--- src/rtl/hazard_ctrl_pkg.sv ---
// Shared types and constants for the pipeline hazard controller:
// stall-bus layout, FSM state encoding, bubble strobes and the register-match rule.
package hazard_ctrl_pkg;

    localparam int unsigned STALL_W   = 6;
    localparam int unsigned STALL_PC  = 0;
    localparam int unsigned STALL_IF  = 1;
    localparam int unsigned STALL_ID  = 2;
    localparam int unsigned STALL_EX  = 3;
    localparam int unsigned STALL_MEM = 4;
    localparam int unsigned STALL_WB  = 5;

    typedef logic [STALL_W-1:0] stall_bus_t;
    typedef logic [4:0]         reg_addr_t;

    localparam stall_bus_t STALL_NONE     = '0;
    localparam stall_bus_t STALL_LOAD_USE = stall_bus_t'((1 << STALL_PC) | (1 << STALL_IF) | (1 << STALL_ID));
    localparam stall_bus_t STALL_EX_HOLD  = STALL_LOAD_USE | stall_bus_t'(1 << STALL_EX);
    // MEM/WB always drain: this controller never holds them.
    localparam stall_bus_t STALL_BACK     = stall_bus_t'((1 << STALL_MEM) | (1 << STALL_WB));

    typedef struct packed {
        logic ex;
        logic mem;
    } bubble_t;

    localparam bubble_t BUBBLE_NONE = '{ex: 1'b0, mem: 1'b0};
    localparam bubble_t BUBBLE_EX   = '{ex: 1'b1, mem: 1'b0};
    localparam bubble_t BUBBLE_MEM  = '{ex: 1'b0, mem: 1'b1};

    typedef enum logic [1:0] {
        ST_IDLE    = 2'd0,
        ST_LU_WAIT = 2'd1,
        ST_EX_HOLD = 2'd2
    } state_e;

    // r0 is hard-wired zero, so it never carries a dependency.
    function automatic logic reg_match(input logic re, input reg_addr_t raddr, input reg_addr_t waddr);
        return re && (raddr != '0) && (raddr == waddr);
    endfunction

endpackage

--- src/rtl/hazard_ctrl_if.sv ---
// ID/EX/MEM-side signal bundle for the hazard controller; the pipeline is the master,
// the controller the slave.
interface hazard_ctrl_if;
    import hazard_ctrl_pkg::*;

    logic       flush;
    logic       id_re1;
    reg_addr_t  id_raddr1;
    logic       id_re2;
    reg_addr_t  id_raddr2;
    logic       ex_wreg;
    reg_addr_t  ex_waddr;
    logic       ex_is_load;
    logic       mem_wreg;
    reg_addr_t  mem_waddr;
    logic       mem_is_load;
    logic       ex_busy;
    stall_bus_t stall;
    logic       ex_bubble;
    logic       mem_bubble;
    logic [31:0] stall_cycles;

    modport master (
        output flush, id_re1, id_raddr1, id_re2, id_raddr2,
        output ex_wreg, ex_waddr, ex_is_load,
        output mem_wreg, mem_waddr, mem_is_load, ex_busy,
        input  stall, ex_bubble, mem_bubble, stall_cycles
    );

    modport slave (
        input  flush, id_re1, id_raddr1, id_re2, id_raddr2,
        input  ex_wreg, ex_waddr, ex_is_load,
        input  mem_wreg, mem_waddr, mem_is_load, ex_busy,
        output stall, ex_bubble, mem_bubble, stall_cycles
    );

endinterface

--- src/rtl/hazard_ctrl_detect.sv ---
// Combinational load-use detection: compares ID read ports against the EX and MEM
// destination tags of in-flight loads.
module hazard_ctrl_detect
    import hazard_ctrl_pkg::*;
#(
    parameter int unsigned LOAD_LAT = 2
) (
    input  logic      id_re1_i,
    input  reg_addr_t id_raddr1_i,
    input  logic      id_re2_i,
    input  reg_addr_t id_raddr2_i,
    input  logic      ex_wreg_i,
    input  reg_addr_t ex_waddr_i,
    input  logic      ex_is_load_i,
    input  logic      mem_wreg_i,
    input  reg_addr_t mem_waddr_i,
    input  logic      mem_is_load_i,
    output logic      haz_ex_o,
    output logic      haz_mem_o
);

    logic match_ex;
    logic match_mem;

    assign match_ex  = reg_match(id_re1_i, id_raddr1_i, ex_waddr_i)
                     | reg_match(id_re2_i, id_raddr2_i, ex_waddr_i);
    assign match_mem = reg_match(id_re1_i, id_raddr1_i, mem_waddr_i)
                     | reg_match(id_re2_i, id_raddr2_i, mem_waddr_i);

    assign haz_ex_o  = ex_wreg_i & ex_is_load_i & match_ex;
    // With a one-cycle load the MEM-stage result is already on the bypass path.
    assign haz_mem_o = (LOAD_LAT > 1) & mem_wreg_i & mem_is_load_i & match_mem;

endmodule

--- src/rtl/hazard_ctrl.sv ---
// Pipeline stall/bubble controller: load-use and multi-cycle-EX hold FSM with a
// zero-latency stall vector and a saturating stall-cycle counter.
module hazard_ctrl
    import hazard_ctrl_pkg::*;
#(
    parameter int unsigned LOAD_LAT = 2,
    parameter int unsigned CNT_W    = 3
) (
    input logic         clk,
    input logic         resetn,
    hazard_ctrl_if.slave bus
);

    state_e           state_q, state_d;
    logic [CNT_W-1:0] cnt_q, cnt_d;
    logic [31:0]      stall_cycles_q, stall_cycles_d;

    logic       haz_ex;
    logic       haz_mem;
    stall_bus_t stall_raw;
    bubble_t    bubble_raw;
    stall_bus_t stall_out;

    hazard_ctrl_detect #(
        .LOAD_LAT (LOAD_LAT)
    ) u_detect (
        .id_re1_i      (bus.id_re1),
        .id_raddr1_i   (bus.id_raddr1),
        .id_re2_i      (bus.id_re2),
        .id_raddr2_i   (bus.id_raddr2),
        .ex_wreg_i     (bus.ex_wreg),
        .ex_waddr_i    (bus.ex_waddr),
        .ex_is_load_i  (bus.ex_is_load),
        .mem_wreg_i    (bus.mem_wreg),
        .mem_waddr_i   (bus.mem_waddr),
        .mem_is_load_i (bus.mem_is_load),
        .haz_ex_o      (haz_ex),
        .haz_mem_o     (haz_mem)
    );

    always_ff @(posedge clk) begin
        if (!resetn) begin
            state_q        <= ST_IDLE;
            cnt_q          <= '0;
            stall_cycles_q <= '0;
        end else begin
            state_q        <= state_d;
            cnt_q          <= cnt_d;
            stall_cycles_q <= stall_cycles_d;
        end
    end

    always_comb begin
        state_d    = state_q;
        cnt_d      = cnt_q;
        stall_raw  = STALL_NONE;
        bubble_raw = BUBBLE_NONE;

        if (bus.flush) begin
            state_d = ST_IDLE;
            cnt_d   = '0;
        end else begin
            unique case (state_q)
                ST_IDLE: begin
                    if (bus.ex_busy) begin
                        stall_raw  = STALL_EX_HOLD;
                        bubble_raw = BUBBLE_MEM;
                        state_d    = ST_EX_HOLD;
                    end else if (haz_ex) begin
                        stall_raw  = STALL_LOAD_USE;
                        bubble_raw = BUBBLE_EX;
                        cnt_d      = CNT_W'(LOAD_LAT - 1);
                        state_d    = (LOAD_LAT > 1) ? ST_LU_WAIT : ST_IDLE;
                    end else if (haz_mem) begin
                        // The detect cycle is itself a stall cycle, so a MEM-stage
                        // load needs one fewer wait cycle than an EX-stage one.
                        stall_raw  = STALL_LOAD_USE;
                        bubble_raw = BUBBLE_EX;
                        cnt_d      = CNT_W'(LOAD_LAT - 2);
                        state_d    = (LOAD_LAT > 2) ? ST_LU_WAIT : ST_IDLE;
                    end
                end
                ST_LU_WAIT: begin
                    stall_raw  = STALL_LOAD_USE;
                    bubble_raw = BUBBLE_EX;
                    cnt_d      = cnt_q - 1'b1;
                    if (cnt_q == CNT_W'(1)) begin
                        state_d = ST_IDLE;
                    end
                end
                ST_EX_HOLD: begin
                    if (bus.ex_busy) begin
                        stall_raw  = STALL_EX_HOLD;
                        bubble_raw = BUBBLE_MEM;
                    end else begin
                        state_d = ST_IDLE;
                    end
                end
                default: begin
                    state_d = ST_IDLE;
                    cnt_d   = '0;
                end
            endcase
        end
    end

    assign stall_out = resetn ? (stall_raw & ~STALL_BACK) : STALL_NONE;

    always_comb begin
        stall_cycles_d = stall_cycles_q;
        if ((stall_out != STALL_NONE) && (stall_cycles_q != '1)) begin
            stall_cycles_d = stall_cycles_q + 32'd1;
        end
    end

    assign bus.stall        = stall_out;
    assign bus.ex_bubble    = resetn & bubble_raw.ex;
    assign bus.mem_bubble   = resetn & bubble_raw.mem;
    assign bus.stall_cycles = stall_cycles_q;

endmodule

--- src/flat_wrapper.sv ---
// flat-port wrapper written by rule: the top's interface ports become plain ports
module hazard_ctrl_flat import hazard_ctrl_pkg::*;
#(
    parameter int unsigned LOAD_LAT = 2,
    parameter int unsigned CNT_W    = 3
)
  (clk, resetn, bus_flush, bus_id_re1, bus_id_raddr1, bus_id_re2, bus_id_raddr2, bus_ex_wreg, bus_ex_waddr, bus_ex_is_load, bus_mem_wreg, bus_mem_waddr, bus_mem_is_load, bus_ex_busy, bus_stall, bus_ex_bubble, bus_mem_bubble, bus_stall_cycles);
  hazard_ctrl_if bus_i ();
  input logic clk;
  input logic resetn;
  input wire logic [$bits(bus_i.flush)-1:0] bus_flush;
  input wire logic [$bits(bus_i.id_re1)-1:0] bus_id_re1;
  input wire logic [$bits(bus_i.id_raddr1)-1:0] bus_id_raddr1;
  input wire logic [$bits(bus_i.id_re2)-1:0] bus_id_re2;
  input wire logic [$bits(bus_i.id_raddr2)-1:0] bus_id_raddr2;
  input wire logic [$bits(bus_i.ex_wreg)-1:0] bus_ex_wreg;
  input wire logic [$bits(bus_i.ex_waddr)-1:0] bus_ex_waddr;
  input wire logic [$bits(bus_i.ex_is_load)-1:0] bus_ex_is_load;
  input wire logic [$bits(bus_i.mem_wreg)-1:0] bus_mem_wreg;
  input wire logic [$bits(bus_i.mem_waddr)-1:0] bus_mem_waddr;
  input wire logic [$bits(bus_i.mem_is_load)-1:0] bus_mem_is_load;
  input wire logic [$bits(bus_i.ex_busy)-1:0] bus_ex_busy;
  output wire logic [$bits(bus_i.stall)-1:0] bus_stall;
  output wire logic [$bits(bus_i.ex_bubble)-1:0] bus_ex_bubble;
  output wire logic [$bits(bus_i.mem_bubble)-1:0] bus_mem_bubble;
  output wire logic [$bits(bus_i.stall_cycles)-1:0] bus_stall_cycles;
  assign bus_i.flush = bus_flush;
  assign bus_i.id_re1 = bus_id_re1;
  assign bus_i.id_raddr1 = bus_id_raddr1;
  assign bus_i.id_re2 = bus_id_re2;
  assign bus_i.id_raddr2 = bus_id_raddr2;
  assign bus_i.ex_wreg = bus_ex_wreg;
  assign bus_i.ex_waddr = bus_ex_waddr;
  assign bus_i.ex_is_load = bus_ex_is_load;
  assign bus_i.mem_wreg = bus_mem_wreg;
  assign bus_i.mem_waddr = bus_mem_waddr;
  assign bus_i.mem_is_load = bus_mem_is_load;
  assign bus_i.ex_busy = bus_ex_busy;
  assign bus_stall = bus_i.stall;
  assign bus_ex_bubble = bus_i.ex_bubble;
  assign bus_mem_bubble = bus_i.mem_bubble;
  assign bus_stall_cycles = bus_i.stall_cycles;
  hazard_ctrl #(.LOAD_LAT(LOAD_LAT), .CNT_W(CNT_W)) u_core (.clk(clk), .resetn(resetn), .bus(bus_i));
endmodule
--- config.mk ---
export PLATFORM = sky130hd
export DESIGN_NAME = hazard_ctrl_flat
export DESIGN_NICKNAME = d
export VERILOG_FILES = /design/src/rtl/hazard_ctrl_pkg.sv /design/src/rtl/hazard_ctrl_if.sv /design/src/rtl/hazard_ctrl_detect.sv /design/src/rtl/hazard_ctrl.sv /design/src/flat_wrapper.sv
export SDC_FILE = /design/constraint.sdc
export NUM_CORES = 1
export LEC_CHECK = 0
export BUFFER_PORTS_ARGS = -buffer_cell sky130_fd_sc_hd__clkbuf_2
export CAP_MARGIN = 20
export CORE_MARGIN = 2
export CORE_UTILIZATION = 56
export CTS_CLUSTER_DIAMETER = 60
export CTS_CLUSTER_SIZE = 20
export DETAILED_ROUTE_END_ITERATION = 8
export PLACE_DENSITY = 0.93
export REMOVE_ABC_BUFFERS = 1
export SLEW_MARGIN = 25
export SYNTH_ARGS = -nofsm -noshare
export SYNTH_HDL_FRONTEND = slang
export SYNTH_SLANG_ARGS = --single-unit
--- constraint.sdc ---
create_clock -name clk -period 7.1 [get_ports clk]
set_input_delay 1.065 -clock clk [delete_from_list [all_inputs] [get_ports clk]]
set_output_delay 1.065 -clock clk [all_outputs]
set_load 0.1 [all_outputs]
; ---- Word level (Yosys, flattened, before mapping)
; Index checks and enable logic that the tools add are counted.
[word_totals]
reg_bits = 37
inputBits = 30
output_inout_bits = 40
[classes]
n_addsub = 2
n_eq_ne = 13
n_mux = 23
bitwise = 10
n_reduce_logical = 14
[op_table]
columns = cell, n
row1 = "32-bit by 1-bit adder with 32-bit output, second input constant", 1
row2 = "32-bit inequality test, second input constant", 1
row3 = 5-bit == test, 4
row4 = 4-bit 2-to-1 mux, 5
row5 = 2-bit 2-to-1 mux, 9
row6 = 3-bit 2-to-1 mux, 4
row7 = 2-bit case mux with 3 select lines, 2
row8 = 4-bit case mux with 3 select lines, 1
row9 = 5-bit nonzero test, 2
row10 = 3-bit case mux with 3 select lines, 1
row11 = 1-bit logical AND, 7
row12 = 1-bit bitwise AND, 6
row13 = 3-bit AND reduction, 2
row14 = 6-bit nonzero test, 1
row15 = "2-bit inequality test, second input constant", 2
row16 = "4-bit by 2-bit inequality test with 1-bit output, second input constant", 1
row17 = "3-bit by 1-bit == test with 1-bit output, second input constant", 1
row18 = "3-bit by 1-bit inequality test with 1-bit output, second input constant", 1
row19 = "3-bit by 1-bit subtractor with 3-bit output, second input constant", 1
row20 = "2-bit by 1-bit == test with 1-bit output, second input constant", 1
row21 = "2-bit == test, second input constant", 1
row22 = 2-bit zero test, 1
row23 = "2-bit by 1-bit inequality test with 1-bit output, second input constant", 1
row24 = 1-bit NOT, 2
row25 = other kinds (3), 4

; ---- Logic depth before layout (Yosys ltp)
; Gate-level depths: netlist of the first run.
[depth]
depth_word = 13
ltp_mapped = 10
ltp_nobuf = 7

; ---- Modules after synthesis
; Synthesis of the first run repeated with hierarchy kept, for this count alone.
[unflattened]
cells_unflattened = 287
area_unflattened_um2 = 2331.0
[by_module_without_submodules]
columns = module, instances, cells_per_inst, area_per_inst_um2, seq_area_each_um2
row1 = hazard_ctrl, 1, 253, 2050.7, 740.7
row2 = hazard_ctrl_detect, 1, 34, 280.3, 0.0

; ---- Worst setup path after synthesis of the first run
; Ideal clock, no wire load.
[synth_timing]
path_kind = input to output
startpoint = in bus_ex_waddr[3]
endpoint = out bus_stall[1]
arrival_time_ps = 4279
t_required_ps = 6035
setup_slack_ps = 1756
path_stages = 9
n_path_buf = 4
path_cell_list = xor2_1 > or4_4 > o21ai_2 > nor4_4 > buf_6 > buf_6 > buf_6 > nor2b_1 > buf_4
[synth_between]
elab_chain_cells = 9
word_cells_on_any_way = 11
classes_between = eq/ne: 2 / mux: 5 / bitwise: 2 / reduce/logical: 2
[synth_lines]
columns = item, line_no
row1 = from (decl), flat_wrapper.sv:17  ; input wire logic [$bits(bus_i.ex_waddr)-1:0] bus_ex_waddr;
row2 = 5-bit == test, hazard_ctrl_pkg.sv:39  ; return re && (raddr != '0) && (raddr == waddr);
row3 = 1-bit logical AND, hazard_ctrl_pkg.sv:39
row4 = 1-bit bitwise OR (*), hazard_ctrl_detect.sv:26  ; | reg_match(id_re2_i, id_raddr2_i, ex_waddr_i);
row5 = 1-bit bitwise AND (*), hazard_ctrl_detect.sv:30  ; assign haz_ex_o = ex_wreg_i & ex_is_load_i & match_ex;
row6 = 4-bit 2-to-1 mux (*), hazard_ctrl.sv:69  ; end else if (haz_ex) begin
row7 = 4-bit 2-to-1 mux (*), hazard_ctrl.sv:65  ; if (bus.ex_busy) begin
row8 = 4-bit case mux with 3 select lines (*), hazard_ctrl.sv:63  ; unique case (state_q)
row9 = 4-bit 2-to-1 mux (*), hazard_ctrl.sv:59  ; if (bus.flush) begin
row10 = 4-bit 2-to-1 mux (*), hazard_ctrl.sv:107  ; assign stall_out = resetn ? (stall_raw & ~STALL_BACK) : STALL_NONE;
row11 = to (decl), flat_wrapper.sv:23  ; output wire logic [$bits(bus_i.stall)-1:0] bus_stall;
; Mark *: on every way between the ends. The rest lies on a longest branch, timed or not.

; ---- Worst setup path in the final report of the first run
[layout_timing]
startpoint = in bus_id_raddr1[1]
endpoint = out bus_ex_bubble
[layout_between]
elab_chain_cells = 11
word_cells_on_any_way = 16
classes_between = eq/ne: 2 / mux: 5 / bitwise: 5 / reduce/logical: 4
[layout_lines]
columns = item, line_no
row1 = from (decl), flat_wrapper.sv:13  ; input wire logic [$bits(bus_i.id_raddr1)-1:0] bus_id_raddr1;
row2 = 5-bit nonzero test, hazard_ctrl_pkg.sv:39
row3 = 1-bit logical AND (2 in series), hazard_ctrl_pkg.sv:39
row4 = 1-bit bitwise OR, hazard_ctrl_detect.sv:28  ; | reg_match(id_re2_i, id_raddr2_i, mem_waddr_i);
row5 = 1-bit bitwise AND, hazard_ctrl_detect.sv:32  ; assign haz_mem_o = (LOAD_LAT > 1) & mem_wreg_i & mem_is_load_i & match_mem;
row6 = 2-bit 2-to-1 mux, hazard_ctrl.sv:74  ; end else if (haz_mem) begin
row7 = 2-bit 2-to-1 mux (*), hazard_ctrl.sv:69
row8 = 2-bit 2-to-1 mux (*), hazard_ctrl.sv:65
row9 = 2-bit case mux with 3 select lines (*), hazard_ctrl.sv:63
row10 = 2-bit 2-to-1 mux (*), hazard_ctrl.sv:59
row11 = 1-bit bitwise AND (*), hazard_ctrl.sv:117  ; assign bus.ex_bubble = resetn & bubble_raw.ex;
row12 = to (decl), flat_wrapper.sv:24  ; output wire logic [$bits(bus_i.ex_bubble)-1:0] bus_ex_bubble;
; Marks and branches as above.

==> results_dict.tcl, run 1 <==
set metrics [dict create \
    status "finished, final reports clean" \
    cts_resized 0 \
    async_flop_share_pct 0 \
    routedWlPerCell_um 13.9 \
    power_density_nw_per_um2 151 \
    postRouteAntennaNets 0 \
    antenna_found_initial 0 \
    worstMarginPinSlew_ns 0.801 \
    grtUsageTotal_pct 23.2 \
    syn_area_um2 2380 \
    yosysTopAreaCell "dfxtp_1" \
    synth_warnings 0 \
    critPathMaxStageDelay_ns 0.45 \
    critPathBufInv 2 \
    fmax_mhz 249 \
    grt_max_degree 56 \
    numClockSinks 37 \
    hold_viol 0 \
    drt_pass1_iterations 5 \
    port_buffers 67 \
    fillers 319 \
    rsz0062_at_grt "no" \
    cts_buffer_depth 2 \
    ios 70 \
    period_share_pct 56.5 \
    start_util_pct 58.7 \
    relSlewSlack_pct 46.5 \
    drive_above_1_share_pct 23.0 \
    min_from "u_core.bus.stall_cycles[4]$_SDFFE_PN0P_" \
    num_antenna_cells 0 \
    hold_class "reg -> reg" \
    drt_wl_total_um 5600 \
    power_switching_mw 0.116 \
    cp.required_ns 6.03 \
    cts_root_buf "clkbuf_8" \
    slew_violations 0 \
    synth.distinct_cells 47 \
    worstSkewPairLatency_ns 0.28 \
    dieArea_um2 4790 \
    cpMaxStageDelayCell "clkbuf_2" \
    synth_area_leaders "dfxtp_1, xor2_1, nand2_1" \
    grt_pass1_vias 2142 \
    setup_viol 0 \
    skew_ns 0.00359 \
    synth-edff-count 0 \
    power_mw 0.412 \
    path_clk_slew_ns 0.07 \
    vias 2412 \
    row_count 23 \
    comb_power_share_pct 15.5 \
    p_sw_share_pct 28.3 \
    p_leak_nw 1.01 \
    top_usage_layer "met2" \
    vdd_drop_max_v 0.000100 \
    r2r_start "u_core.bus.stall_cycles[6]$_SDFFE_PN0P_" \
    cp_cell_sequence "clkbuf_2 > xor2_1 > nor4_1 > nand4_1 > a21oi_1 > nor2_1 > nor2_1 > o21a_1 > clkbuf_2" \
    grt_first_pass_wirelength_um 9310 \
    critPathArrivalTime_ns 2.95 \
    nNetsFinal 384 \
    maxCapViolCount 0 \
    die_x_um 69.2 \
    stdcell_count 402 \
    vias_per_cell 6.00 \
    place_congestion 0.882 \
    numCtsBuffers 5 \
    synthCells 294 \
    fp.dieH_um 69.2 \
    path_max_fanout 3 \
    post-route-min-period_ns 4.01 \
    path_delay_family "simple AND/OR/NAND/NOR gates" \
    area_growth_pct 14.8 \
    yosysSeqAreaShare_pct 31.1 \
    route.detailed.drc 0 \
    dpl.hpwl_um 4230 \
    path_class "in -> out" \
    use_met1_pct 28.3 \
    htree_levels 2 \
    worst_hold_slack_ns 0.487 \
    drtIter0Drc 156 \
    cp-startpoint "bus_id_raddr1[1]" \
    synth_top_cell_area_share_pct 31.1 \
    cts_tree "done" \
    use_met3_pct 4.07 \
    grt_overflow 0 \
    postCtsSetupBuffers 0 \
    ctsHoldBuffers 0 \
    synth_seq_cells 37 \
    power_frac_seq_pct 51.0 \
    synth.avg_cell_area_um2 8.10 \
    use_met2_pct 40.4 \
    cp-end-kind "output port" \
    clkPwrFrac_pct 33.5 \
    synthFlopType "dfxtp_1" \
    tns_ns 0 \
    numPlacedInstances 394 \
    critPathLaunchType "input pin" \
    internal_power_mw 0.295 \
    core_area_um2 4060 \
]
-- cell usage in the layout, fill, tap and decap left out, types with 2 or more instances in the layout --
cell and count:
clkbuf_2 67, dfxtp_1 37, nand2_1 28, a21oi_1 20
nand3_1 16, nor2_1 16, xor2_1 14, nor4_1 14
or4_1 12, o31ai_1 12, nand4_1 11, inv_1 10
mux2i_1 10, nand2b_1 8, xnor2_1 7, o21ai_1 6
o21a_1 5, nor3_1 5, or3_1 5, clkbuf_8 5
and3_1 4, o21ai_0 4, o31a_1 4, o211ai_1 3
ha_1 3, clkbuf_1 3, nand4_2 2, o41ai_1 2
conb_1 2
-- routing by layer --
metal / wire length [um] / up-vias
li1: - / 1207
met1: 2450 / 1125
met4: 97 / 0
met2: 2770 / 69
met5: 0 / -
met3: 287 / 11
-- cell families (layout without fill, tap and decap cells) --
| group | Yosys count | in the layout | synth area share, % |
|---|---|---|---|
| buffers and inverters | 29 | 86 | 7.30 |
| other | 1 | 2 | 0.157 |
| XOR/XNOR | 21 | 21 | 7.72 |
| AND/OR/NAND/NOR | 132 | 132 | 31.3 |
| adder cells (fa/ha/maj) | 3 | 3 | 1.58 |
| multiplexers | 10 | 10 | 4.20 |
| AO/OA/AOI/OAI | 61 | 61 | 16.7 |
| flip-flops | 37 | 37 | 31.1 |
-- worst register-to-register path, cell delays in order, from the launching register on --
cell and delay, ns:
dfxtp_1 0.45, nand4_2 0.15, nor3_1 0.27, and3_1 0.42, nand4_2 0.26, nand2_1 0.67
o311ai_0 0.24, o41ai_1 0.10
-- metrics by stage --
stage	cell area [um^2]	utilization [%]	setup WS, ns
finish	2740	67.4	3.09
global placement	2660	65.4	3.17
floorplan	2250	-	-0.0173
detailed placement	2660	65.4	3.09
global route	2740	67.4	2.89
CTS	2740	67.4	3.08
-- Yosys cell counts (2+ instances only) --
library cell and n:
nand3_1 16, nor2_1 16, nand2b_1 8, inv_1 10
xnor2_1 7, buf_6 4, or4_1 12, buf_2 3
o21a_1 5, o21ai_1 6, nor3_1 5, nor4_1 14
o31ai_1 12, o21ai_0 4, o31a_1 4, dfxtp_1 37
ha_1 3, xor2_1 14, or3_1 5, nand4_2 2
buf_4 8, a21oi_1 20, nand4_1 11, o211ai_1 3
o41ai_1 2, and3_1 4, mux2i_1 10, nand2_1 28
clkbuf_1 3
-- area by class of cell --
class                           count  area [um^2]  area share (%)
Clock buffer                        8         80.1            2.93
Sequential cell                    37          741            27.1
Timing Repair Buffer               68          343            12.5
Tap cell                           50         62.6            2.29
Inverter                           10         37.5            1.37
Multi-Input combinational cell    229         1470            53.8
-- worst paths after layout --
| kind | depth (start not counted) | slack, ns | endpoint |
|---|---|---|---|
| worst min-delay path | 2 | 0.49 | u_core.bus.stall_cycles[4]$_SDFFE_PN0P_ |
| worst min register to register | 2 | 0.49 | u_core.bus.stall_cycles[4]$_SDFFE_PN0P_ |
| worst max-delay path | 9 | 3.09 | bus_ex_bubble |
| worst max register to register | 7 | 4.44 | u_core.bus.stall_cycles[3]$_SDFFE_PN0P_ |
-- sequential cells by signal, indices dropped and copies added, names as in the netlist --
| name | cells |
|---|---|
| u_core.cnt_q | 3 |
| u_core.bus.stall_cycles | 32 |
| u_core.state_q | 2 |
-- power groups by stage --
stage	combinational, mW	clock (mW)	sequential, mW
after floorplan	0.0355	0	0.220
after detailed placement	0.0635	0	0.215
after global placement	0.0617	0	0.215
after global routing	0.0680	0.148	0.210
final	0.0637	0.138	0.210
after CTS	0.0636	0.140	0.210
Power figures use the tool's default switching activity.
==> inputs of run 2 (changes only) <==
ABC_AREA = 1   (was default)
CORE_UTILIZATION = 48   (was 56)
PLACE_DENSITY = 0.83   (was 0.93)
clock period = 3.33 ns   (was 7.1 ns; I/O delays follow)
==> results_dict.tcl, run 2 <==
set metrics [dict create \
    grt_max_degree 35 \
    drtIter0Drc 154 \
    ios 70 \
    cp.required_ns 2.83 \
    fmax_mhz 398 \
    status "finished, final reports clean" \
    final_common_cell "nand2_1" \
    cts_root_buf "clkbuf_8" \
    use_met2_pct 38.8 \
    grtUsageTotal_pct 22.6 \
    routedWlPerCell_um 12.4 \
    cts_resized 0 \
    grt_first_pass_wirelength_um 11600 \
    drt_wl_total_um 6860 \
    synth.avg_cell_area_um2 6.43 \
    cp_cell_sequence "clkbuf_2 > xnor2_1 > nand2_1 > nor2_1 > nand2_1 > nand2_1 > nand2_1 > nand2_1 > nand2_1 > a21oi_1 > clkbuf_2" \
    async_flop_share_pct 0 \
    synth_most_common_cell "nand2_1" \
    cp-end-kind "output port" \
    cp-startpoint "bus_ex_waddr[1]" \
    top_usage_layer "met2" \
    use_met3_pct 2.84 \
    min_from "resetn" \
    worstMarginPinSlew_ns 0.646 \
    stdcell_count 554 \
    design_area_um2 3130 \
    skew_ns 0.00256 \
    ctsHoldBuffers 0 \
    r2r_start "u_core.bus.stall_cycles[2]$_SDFFE_PN0P_" \
    vdd_drop_max_v 0.000179 \
    relSlewSlack_pct 56.9 \
    post-route-min-period_ns 2.51 \
    path_clk_slew_ns 0.07 \
    worstSkewPairLatency_ns 0.29 \
    synth_seq_cells 37 \
    cts_tree "done" \
    yosysTopAreaCell "dfxtp_1" \
    p_leak_nw 1.35 \
    critPathArrivalTime_ns 2.01 \
    nNetsFinal 514 \
    vias_per_cell 5.18 \
    hold_class "in -> reg" \
    setup_slack_ns 0.816 \
    critPathLaunchType "input pin" \
    yosysSeqAreaShare_pct 27.3 \
    die_x_um 79.2 \
    setup_viol 0 \
    place_area_um2 3050 \
    drt_pass1_iterations 5 \
    num_antenna_cells 0 \
    synth_top_cell_area_share_pct 27.3 \
    synth-edff-count 0 \
    vias 2867 \
    cpMaxStageDelayCell "clkbuf_2" \
    synthCells 422 \
    maxCapViolCount 0 \
    route.detailed.drc 0 \
    synth.distinct_cells 28 \
    grt_overflow 0 \
    crit_top_cell "nand2_1" \
    critPathMaxStageDelay_ns 0.50 \
    area_growth_pct 15.3 \
    postRouteAntennaNets 0 \
    numClockSinks 37 \
    dpl.hpwl_um 5250 \
    dp_slack_ns 0.813 \
    dieArea_um2 6270 \
    hold_viol 0 \
    fp.dieH_um 79.2 \
    slew_violations 0 \
    numPlacedInstances 546 \
    synth_warnings 0 \
    power_density_nw_per_um2 283 \
    drive_above_1_share_pct 17.2 \
    place_congestion 0.909 \
    numCtsBuffers 5 \
    path_max_fanout 3 \
    synth_area_leaders "dfxtp_1, nand2_1, xor2_1" \
    path_class "in -> out" \
    ys_top_cells_by_count "nand2_1, nor2_1, inv_1, dfxtp_1" \
    htree_levels 2 \
    port_buffers 67 \
    grt_pass1_vias 2573 \
    postCtsSetupBuffers 0 \
    rsz0062_at_grt "no" \
    period_share_pct 75.5 \
    largest_reg_flops 32 \
    synthFlopType "dfxtp_1" \
    worst_hold_slack_ns 0.472 \
    row_count 27 \
    cts_buffer_depth 2 \
    syn_area_um2 2720 \
    start_util_pct 49.6 \
    core_area_um2 5470 \
    use_met1_pct 29.9 \
    antenna_found_initial 0 \
    mostFrequentLayoutCells "nand2_1, clkbuf_2, nor2_1" \
]
[run 2: kinds of logic after synthesis]
logic type / after synthesis / synth area share, %
and+or+nand+nor: 235 / 38.5
buffers and inverters: 60 / 10.1
xor gates and xnor gates: 47 / 15.2
AOI/OAI and AO/OA: 39 / 7.37
DFF: 37 / 27.3
adders and majority gates: 3 / 1.38
other: 1 / 0.138
[run 2: layer usage]
| metal | up-vias | routed length (um) |
|---|---|---|
| li1 | 1490 | - |
| met1 | 1290 | 3230 |
| met2 | 80 | 3220 |
| met3 | 7 | 351 |
| met4 | 0 | 63 |
| met5 | - | 0 |
[run 2: power by group]
part	switching (mW)	total (mW)	internal, mW
clock	0.150	0.299	0.149
sequential	0.00206	0.446	0.444
combinational	0.101	0.141	0.0399
total	0.253	0.886	0.633
[run 2: worst paths after layout]
path,slack (ns),depth (start not counted),endpoint
worst max-delay path,0.82,11,bus_stall[2]
worst max register to register,1.25,11,u_core.bus.stall_cycles[0]$_SDFFE_PN0P_
worst min register to register,0.48,2,u_core.cnt_q[1]$_SDFFE_PP0P_
worst min-delay path,0.47,3,u_core.bus.stall_cycles[1]$_SDFFE_PN0P_
[run 2: through the flow]
step                utilization (%)  setup TNS [ns]  total power [mW]
floorplan                         -          -16.18             0.550
global placement               55.8               0             0.594
detailed placement             55.8               0             0.596
CTS                            57.2               0             0.895
global route                   57.2               0             0.931
finish                         57.2               0             0.886
[run 2: final cells by class]
cell class                 instances  area, um^2
sequential                        37         741
timing repair buffer              71         365
inverter                          40         150
tap                               72        90.1
fill                             570        2340
clock buffer                       8        80.1
multi-input combinational        326        1710
[run 2: critical path, delay by kind of cell]
| family | cells | cell delay, ns |
|---|---|---|
| buffers and inverters | 2 | 0.61 |
| XOR/XNOR | 1 | 0.16 |
| AND/OR/NAND/NOR | 7 | 0.53 |
| AO/OA/AOI/OAI | 1 | 0.20 |
